### config.mk
export PLATFORM = sky130hd
export DESIGN_NAME = ex_mem_stage
export DESIGN_NICKNAME = d
export VERILOG_FILES = /design/src/rtl/ex_mem_stage.sv
export SDC_FILE = /design/constraint.sdc
export NUM_CORES = 1
export LEC_CHECK = 0
export BUFFER_PORTS_ARGS = -buffer_cell sky130_fd_sc_hd__buf_2
export CORE_ASPECT_RATIO = 0.8
export CORE_UTILIZATION = 54
export DETAILED_ROUTE_END_ITERATION = 8
export HOLD_SLACK_MARGIN = 0.02
export PLACE_DENSITY_LB_ADDON = 0.05
export SYNTH_ARGS = -nofsm -noshare
export SYNTH_HDL_FRONTEND = slang
export SYNTH_SLANG_ARGS = --single-unit
### constraint.sdc
create_clock -name clk -period 6.05 [get_ports clk]
set_input_delay 0.3025 -clock clk [delete_from_list [all_inputs] [get_ports clk]]
set_output_delay 0.3025 -clock clk [all_outputs]
set_load 0.01 [all_outputs]
### src/rtl/ex_mem_stage.sv
// ex_mem_stage: execute stage and EX/MEM pipeline register of the 5-stage MIPS core.
//   Applies EX/MEM and MEM/WB forwarding to both operands, performs the ALU
//   operation, and registers the result, store data, destination and memory/WB
//   control into EX/MEM. ALU op 111 is a shift-add multiply that takes
//   MUL_CYCLES+1 cycles and holds upstream via stall_out. flush_in inserts a
//   bubble and cancels any multiply in progress.
// Ports:
//   clk, rst                 clock, asynchronous active-high reset
//   *_in (control/data/regs) ID/EX register outputs
//   memwb_reg_write/rd/data  MEM/WB forwarding source
//   flush_in                 synchronous flush of EX and EX/MEM
//   stall_out                hold PC, IF/ID and ID/EX this cycle
//   *_out                    EX/MEM register contents
module ex_mem_stage #(
    parameter int DATA_W     = 32,
    parameter int MUL_CYCLES = 32
) (
    input  logic              clk,
    input  logic              rst,
    input  logic              mem_write_in,
    input  logic              mem_read_in,
    input  logic              reg_write_in,
    input  logic              reg_dst_in,
    input  logic              mem_to_reg_in,
    input  logic              ALU_src_in,
    input  logic [2:0]        ALU_op_in,
    input  logic [DATA_W-1:0] read_data1_in,
    input  logic [DATA_W-1:0] read_data2_in,
    input  logic [15:0]       imm_in,
    input  logic [4:0]        rs_in,
    input  logic [4:0]        rt_in,
    input  logic [4:0]        rd_in,
    input  logic              memwb_reg_write,
    input  logic [4:0]        memwb_rd,
    input  logic [DATA_W-1:0] memwb_data,
    input  logic              flush_in,
    output logic              stall_out,
    output logic              mem_write_out,
    output logic              mem_read_out,
    output logic              reg_write_out,
    output logic              mem_to_reg_out,
    output logic [DATA_W-1:0] alu_result_out,
    output logic [DATA_W-1:0] store_data_out,
    output logic [4:0]        dest_reg_out
);

    localparam int CNT_W = (MUL_CYCLES > 1) ? $clog2(MUL_CYCLES) : 1;
    localparam logic [CNT_W-1:0] LAST = CNT_W'(MUL_CYCLES - 1);

    localparam logic [2:0] OP_ADD = 3'b000;
    localparam logic [2:0] OP_SUB = 3'b001;
    localparam logic [2:0] OP_AND = 3'b010;
    localparam logic [2:0] OP_OR  = 3'b011;
    localparam logic [2:0] OP_SLT = 3'b100;
    localparam logic [2:0] OP_NOR = 3'b101;
    localparam logic [2:0] OP_LUI = 3'b110;
    localparam logic [2:0] OP_MUL = 3'b111;

    typedef enum logic {IDLE, BUSY} state_t;

    state_t             state;
    logic [CNT_W-1:0]   count;
    logic [DATA_W-1:0]  mcand;      // multiplicand, shifted left each iteration
    logic [DATA_W-1:0]  mplier;     // multiplier, shifted right; bit 0 is the current bit
    logic [DATA_W-1:0]  product;
    logic [DATA_W-1:0]  store_hold; // forwarded rt captured with the mul operands

    logic [DATA_W-1:0]  fwd_a, fwd_b, op_b, alu_y, partial;
    logic [4:0]         dest_sel;

    always_comb begin
        fwd_a = read_data1_in;
        if (reg_write_out && dest_reg_out != 5'd0 && dest_reg_out == rs_in)
            fwd_a = alu_result_out;
        else if (memwb_reg_write && memwb_rd != 5'd0 && memwb_rd == rs_in)
            fwd_a = memwb_data;

        fwd_b = read_data2_in;
        if (reg_write_out && dest_reg_out != 5'd0 && dest_reg_out == rt_in)
            fwd_b = alu_result_out;
        else if (memwb_reg_write && memwb_rd != 5'd0 && memwb_rd == rt_in)
            fwd_b = memwb_data;
    end

    assign op_b     = ALU_src_in ? {{(DATA_W-16){imm_in[15]}}, imm_in} : fwd_b;
    assign dest_sel = reg_dst_in ? rd_in : rt_in;
    assign partial  = product + (mplier[0] ? mcand : '0);

    always_comb begin
        case (ALU_op_in)
            OP_ADD:  alu_y = fwd_a + op_b;
            OP_SUB:  alu_y = fwd_a - op_b;
            OP_AND:  alu_y = fwd_a & op_b;
            OP_OR:   alu_y = fwd_a | op_b;
            OP_SLT:  alu_y = {{(DATA_W-1){1'b0}}, ($signed(fwd_a) < $signed(op_b))};
            OP_NOR:  alu_y = ~(fwd_a | op_b);
            OP_LUI:  alu_y = op_b << 16;
            default: alu_y = '0;
        endcase
    end

    // Stall is combinational so upstream freezes in the same cycle the mul is seen.
    always_comb begin
        stall_out = 1'b0;
        if (!rst && !flush_in) begin
            if (state == IDLE)
                stall_out = (ALU_op_in == OP_MUL);
            else
                stall_out = (count != LAST);
        end
    end

    always_ff @(posedge clk or posedge rst) begin
        if (rst) begin
            state          <= IDLE;
            count          <= '0;
            mcand          <= '0;
            mplier         <= '0;
            product        <= '0;
            store_hold     <= '0;
            mem_write_out  <= 1'b0;
            mem_read_out   <= 1'b0;
            reg_write_out  <= 1'b0;
            mem_to_reg_out <= 1'b0;
            alu_result_out <= '0;
            store_data_out <= '0;
            dest_reg_out   <= '0;
        end else if (flush_in) begin
            state          <= IDLE;
            count          <= '0;
            mem_write_out  <= 1'b0;
            mem_read_out   <= 1'b0;
            reg_write_out  <= 1'b0;
            mem_to_reg_out <= 1'b0;
        end else begin
            case (state)
                IDLE: begin
                    if (ALU_op_in == OP_MUL) begin
                        mcand          <= fwd_a;
                        mplier         <= op_b;
                        product        <= '0;
                        store_hold     <= fwd_b;
                        count          <= '0;
                        state          <= BUSY;
                        mem_write_out  <= 1'b0;
                        mem_read_out   <= 1'b0;
                        reg_write_out  <= 1'b0;
                        mem_to_reg_out <= 1'b0;
                    end else begin
                        mem_write_out  <= mem_write_in;
                        mem_read_out   <= mem_read_in;
                        reg_write_out  <= reg_write_in;
                        mem_to_reg_out <= mem_to_reg_in;
                        alu_result_out <= alu_y;
                        store_data_out <= fwd_b;
                        dest_reg_out   <= dest_sel;
                    end
                end
                BUSY: begin
                    product <= partial;
                    mcand   <= mcand << 1;
                    mplier  <= mplier >> 1;
                    count   <= count + CNT_W'(1);
                    if (count == LAST) begin
                        // ID/EX is still holding the mul, so its control is current.
                        state          <= IDLE;
                        count          <= '0;
                        mem_write_out  <= mem_write_in;
                        mem_read_out   <= mem_read_in;
                        reg_write_out  <= reg_write_in;
                        mem_to_reg_out <= mem_to_reg_in;
                        alu_result_out <= partial;
                        store_data_out <= store_hold;
                        dest_reg_out   <= dest_sel;
                    end else begin
                        mem_write_out  <= 1'b0;
                        mem_read_out   <= 1'b0;
                        reg_write_out  <= 1'b0;
                        mem_to_reg_out <= 1'b0;
                    end
                end
                default: state <= IDLE;
            endcase
        end
    end

endmodule
==> results by stage <==
Status:
- The run finished with clean final reports.

STA:
- Setup repair after global routing left no endpoint under its margin.
- For this run, the top clock speed supported by timing is 0.175 GHz.
- The post-route setup TNS is 0 ns.
- The post-route fraction of the period consumed by the critical path is 0.944.
- Setup violations remaining at the end of the flow were counted as 0.
- The largest clock skew in the final design is 0.0144 ns.
- The number of hold-slack violations in the final timing report is 0.
- The final worst hold slack is 0.0913 ns.
- The minimum clock period is 5.71 ns.
- The slew of the pin with the lowest slew margin is 1.29 ns.
- The number of pins exceeding their max-slew limit in the final report is 0.
- The worst slew margin relative to its limit is 0.142.

Clock network:
- The deepest clock path buffer count is 3.
- The clock slew seen by the registers of the worst setup and hold paths is 0.07 ns.
- The clock latency at the later pin of the worst-skew pair is 0.55 ns.
- Once the clock tree was built, the setup fixing pass inserted 0 buffers.
- TritonCTS built the clock tree.
- The clock net sink count is 207.
- CTS built an H-tree with a depth of 1.
- The tree is rooted in a sky130_fd_sc_hd__clkbuf_16.
- The number of clock buffers inserted by TritonCTS is 23.

Global routing:
- The wire length of the first global-routing pass is ~100 mm.
- Entering global routing, the biggest net connects 81 pins.
- The initial antenna violation count is 4.
- The number of global-route vias before repair came to 16800.
- The global-route total usage across every layer is 0.407.
- The total congestion overflow after global routing is 0.

Yosys:
- In the post-synthesis netlist, the biggest area contributors are sky130_fd_sc_hd__dfrtp_1 (29%), sky130_fd_sc_hd__ha_1 (10%), sky130_fd_sc_hd__nand2_1 (8.4%), sky130_fd_sc_hd__mux2i_1 (7.9%), sky130_fd_sc_hd__o21ai_0 (6.0%).
- The number of cells produced by synthesis is 2270.
- A synthesized cell averages between 7 and 8 um^2.
- The number of nets produced by synthesis is 2564.
- The cell type with the highest aggregate area in the netlist is sky130_fd_sc_hd__dfrtp_1.
- In this run, distinct cell masters in the synthesized netlist total 91.
- The total of warnings raised by yosys is 0.
- The number of synthesized register bits is 207.
- The share of synthesized registers carrying an async set or reset is 1.00.
- The synthesized design contains 0 enable-type register cells.
- Of the post-synthesis cell area, the dominant cell type holds 0.291.
- The most used flip-flop cell after synthesis is sky130_fd_sc_hd__dfrtp_1.
- The synthesized netlist occupies a cell area of 17800 um^2.
- The share of the Yosys chip area taken by registers is 0.291.

Power:
- The power consumption is around 0.0052 W.
- The leakage power is 9.96 nW.
- In this run the power density over the cells is 258 nW/um^2.
- The worst vdd rail ir drop is between 0.0002 and 0.0003 V.

Drt:
- After detailed routing, the number of vias per cell comes to 6.35.
- The remaining number of nets flagged by the antenna check after routing is 0.
- The total wirelength of the detailed-routed design is 69.2 mm.
- The average wire length per cell after detail routing is ~24 um.
- The routed length on met2 is 28.1 mm.
- For this block, wires on met1 add up to 30.5 mm.
- The detailed-route via count is 18300.
- The total met3 wirelength after detailed routing is about 8.4 mm.
- For this run, the detailed router's first-pass iteration total came to 6.
- For this run, design rule violations remaining after detail routing come to 0.
- The highest metal layer used by the detailed router is met5.
- The iteration-0 DRC count of the detailed router is 2242.

Setup path:
- The data arrival time of the critical path is about 6 ns.
- At the worst endpoint, the required time is ~6.5 ns.
- The maximum net fanout on the critical path is 32.
- The startpoint identified for the worst register-to-register timing path is dest_reg_out[2].
- The critical path start-end classification is flip-flop to flip-flop.
- In this run the worst setup path begins at dest_reg_out[2].
- STA classifies the critical path startpoint as a flip-flop.
- The kind of end point of the critical path is a flip-flop.

Floorplan:
- In this run the vertical extent of the chip is 164 um.
- The floorplan row count is between 50 and 60.
- The x dimension of the die is 205 um.
- For this configuration, the core starts out at a cell density of 0.547.
- After floorplanning, the core was sized to cover approximately 32000 um^2.
- The area of the die is approximately 34000 um^2.
- The boundary pin count is around 220.

Finish:
- The multi-input combinational cell area is 11700 um^2.
- For this run, the share of the core covered by cells in the final layout is 0.621.
- The layout has between 2000 and 3000 filler cells.
- After routing the design area is 20200 um^2.
- The layout net count is 2724.
- Compared with the post-synthesis result, the final layout area differs by 13.6%.
- The sequential cells in the finished layout cover a total of 5180 um^2.
- The fraction of final layout cells with drive strength greater than 1 is 0.149.

Placement:
- Once detailed placement completed, the half-perimeter wirelength came to 52.1 mm.
- Input and output buffers added on the ports amount to between 200 and 250.
- Routability-driven placement finished with a final weighted congestion of between 1 and 1.5.
- The post-place instance area is 19300 um^2.

Job:
- The number of maximum-capacitance constraint violations is 0.

Min path:
- The class of the tightest hold or removal check is input pin to flip-flop.
- In this run the most critical hold path is launched from rd_in[3].
==> cell type report <==
class                   instances  share of cell area
repair buffers                283              0.0795
multi-input cells            1809               0.578
diodes                          2            0.000248
clock buffers                  28              0.0314
inverters                     106              0.0201
clock inverters                13             0.00756
well taps                     427              0.0265
flip-flops and latches        207               0.257
==> critical path, cell delays in order, from the launching register on <==
cell and delay (ns):
sky130_fd_sc_hd__dfrtp_1 0.45, sky130_fd_sc_hd__xnor2_1 0.20, sky130_fd_sc_hd__nand4_1 0.19, sky130_fd_sc_hd__nor2_4 0.59, sky130_fd_sc_hd__buf_4 0.46, sky130_fd_sc_hd__o21ai_1 0.17
sky130_fd_sc_hd__a21oi_1 0.54, sky130_fd_sc_hd__inv_1 0.14, sky130_fd_sc_hd__ha_1 0.58, sky130_fd_sc_hd__inv_1 0.08, sky130_fd_sc_hd__a21o_1 0.19, sky130_fd_sc_hd__a221oi_1 0.31
sky130_fd_sc_hd__nand2_1 0.11, sky130_fd_sc_hd__o21ai_2 0.34, sky130_fd_sc_hd__o21a_2 0.26, sky130_fd_sc_hd__o221ai_1 0.14, sky130_fd_sc_hd__mux2_1 0.34, sky130_fd_sc_hd__a221oi_1 0.32
sky130_fd_sc_hd__o22ai_1 0.13
==> synth_stat cells, types with 6 or more instances <==
library cell / n
sky130_fd_sc_hd__clkbuf_1: 112
sky130_fd_sc_hd__o211ai_1: 24
sky130_fd_sc_hd__or2_2: 6
sky130_fd_sc_hd__a221oi_1: 12
sky130_fd_sc_hd__a221o_1: 7
sky130_fd_sc_hd__a222oi_1: 11
sky130_fd_sc_hd__buf_2: 10
sky130_fd_sc_hd__nor2_1: 144
sky130_fd_sc_hd__buf_1: 24
sky130_fd_sc_hd__nor3_1: 27
sky130_fd_sc_hd__and2_1: 44
sky130_fd_sc_hd__inv_1: 105
sky130_fd_sc_hd__o21bai_1: 13
sky130_fd_sc_hd__o21a_1: 26
sky130_fd_sc_hd__xor2_1: 15
sky130_fd_sc_hd__mux2i_1: 141
sky130_fd_sc_hd__xnor2_1: 53
sky130_fd_sc_hd__o22ai_1: 8
sky130_fd_sc_hd__o21ai_1: 61
sky130_fd_sc_hd__nand4_1: 10
sky130_fd_sc_hd__o31ai_1: 12
sky130_fd_sc_hd__o221ai_1: 12
sky130_fd_sc_hd__nand3_1: 23
sky130_fd_sc_hd__o21ai_0: 212
sky130_fd_sc_hd__and3_1: 6
sky130_fd_sc_hd__nor4_1: 8
sky130_fd_sc_hd__ha_1: 146
sky130_fd_sc_hd__nor2b_1: 13
sky130_fd_sc_hd__nand2_1: 400
sky130_fd_sc_hd__a31oi_1: 35
sky130_fd_sc_hd__dfrtp_1: 207
sky130_fd_sc_hd__a211oi_1: 14
sky130_fd_sc_hd__a21o_1: 28
sky130_fd_sc_hd__or3_1: 11
sky130_fd_sc_hd__nand2b_1: 17
sky130_fd_sc_hd__a21oi_1: 165
==> cells in the final DEF (no fill, tap or decap), types with 62 or more instances in the layout <==
master / Yosys / routed
sky130_fd_sc_hd__a21oi_1: 165 / 165
sky130_fd_sc_hd__buf_2: 10 / 218
sky130_fd_sc_hd__dfrtp_1: 207 / 206
sky130_fd_sc_hd__ha_1: 146 / 146
sky130_fd_sc_hd__inv_1: 105 / 104
sky130_fd_sc_hd__mux2i_1: 141 / 140
sky130_fd_sc_hd__nand2_1: 400 / 400
sky130_fd_sc_hd__nor2_1: 144 / 141
sky130_fd_sc_hd__o21ai_0: 212 / 211
sky130_fd_sc_hd__o21ai_1: 61 / 62
==> sequential cells by signal (all words and copies together), names as in the netlist <==
name and flops:
alu_result_out 32, count 5, dest_reg_out 5, mcand 32, mem_read_out 1, mem_to_reg_out 1
mem_write_out 1, mplier 32, product 32, reg_write_out 1, state 1, store_data_out 32
store_hold 32
==> power by group <==
part	internal [W]	leakage, nW	switching (W)
clock	0.000875	0.388	0.000615
sequential	0.00164	2.61	0.000254
combinational	0.000686	6.96	0.00115
==> cells by family (layout without fill, tap and decap cells) <==
family                   count (synthesis)  count (layout)  synth area share
other                                    0               2                 0
AO/OA/AOI/OAI                          715             715             0.251
XOR/XNOR                                68              68            0.0335
AND/OR/NAND/NOR                        729             729             0.179
multiplexers                           148             148            0.0840
adder cells (fa/ha/maj)                149             149             0.106
buffers and inverters                  254             430            0.0552
flip-flops                             207             207             0.291
==> timing repair <==
item	CTS	global route
resized for setup	0	1
setup endpoints to repair	0	1
hold endpoints to repair	82	0
hold buffers	5	0
==> worst paths after layout <==
| check | slack (ns) | cells after the start | end |
|---|---|---|---|
| setup / recovery | 0.34 | 18 | alu_result_out[26] |
| hold / removal | 0.09 | 3 | dest_reg_out[3] |
| setup reg to reg | 0.34 | 18 | alu_result_out[26] |
| hold reg to reg | 0.48 | 2 | store_hold[29] |
| max in group asynchronous | 4.26 | 4 | store_hold[21] |
| min in group asynchronous | 0.41 | 3 | dest_reg_out[3] |
==> through the flow <==
| step | instances | setup slack, ns |
|---|---|---|
| after floorplan | 2270 | 0.0950 |
| after global placement | 2827 | 0.273 |
| after detailed placement | 2827 | 0.216 |
| after CTS | 2873 | 0.327 |
| after global routing | 2873 | 0.109 |
| final | 2875 | 0.336 |
==> routing by layer <==
layer | vias to the layer above | track usage
met5 | - | 0
met1 | 8667 | 0.598
met3 | 158 | 0.108
met2 | 1097 | 0.577
met4 | 4 | 0.121
li1 | 8332 | -
(Power assumes the default switching activity.)
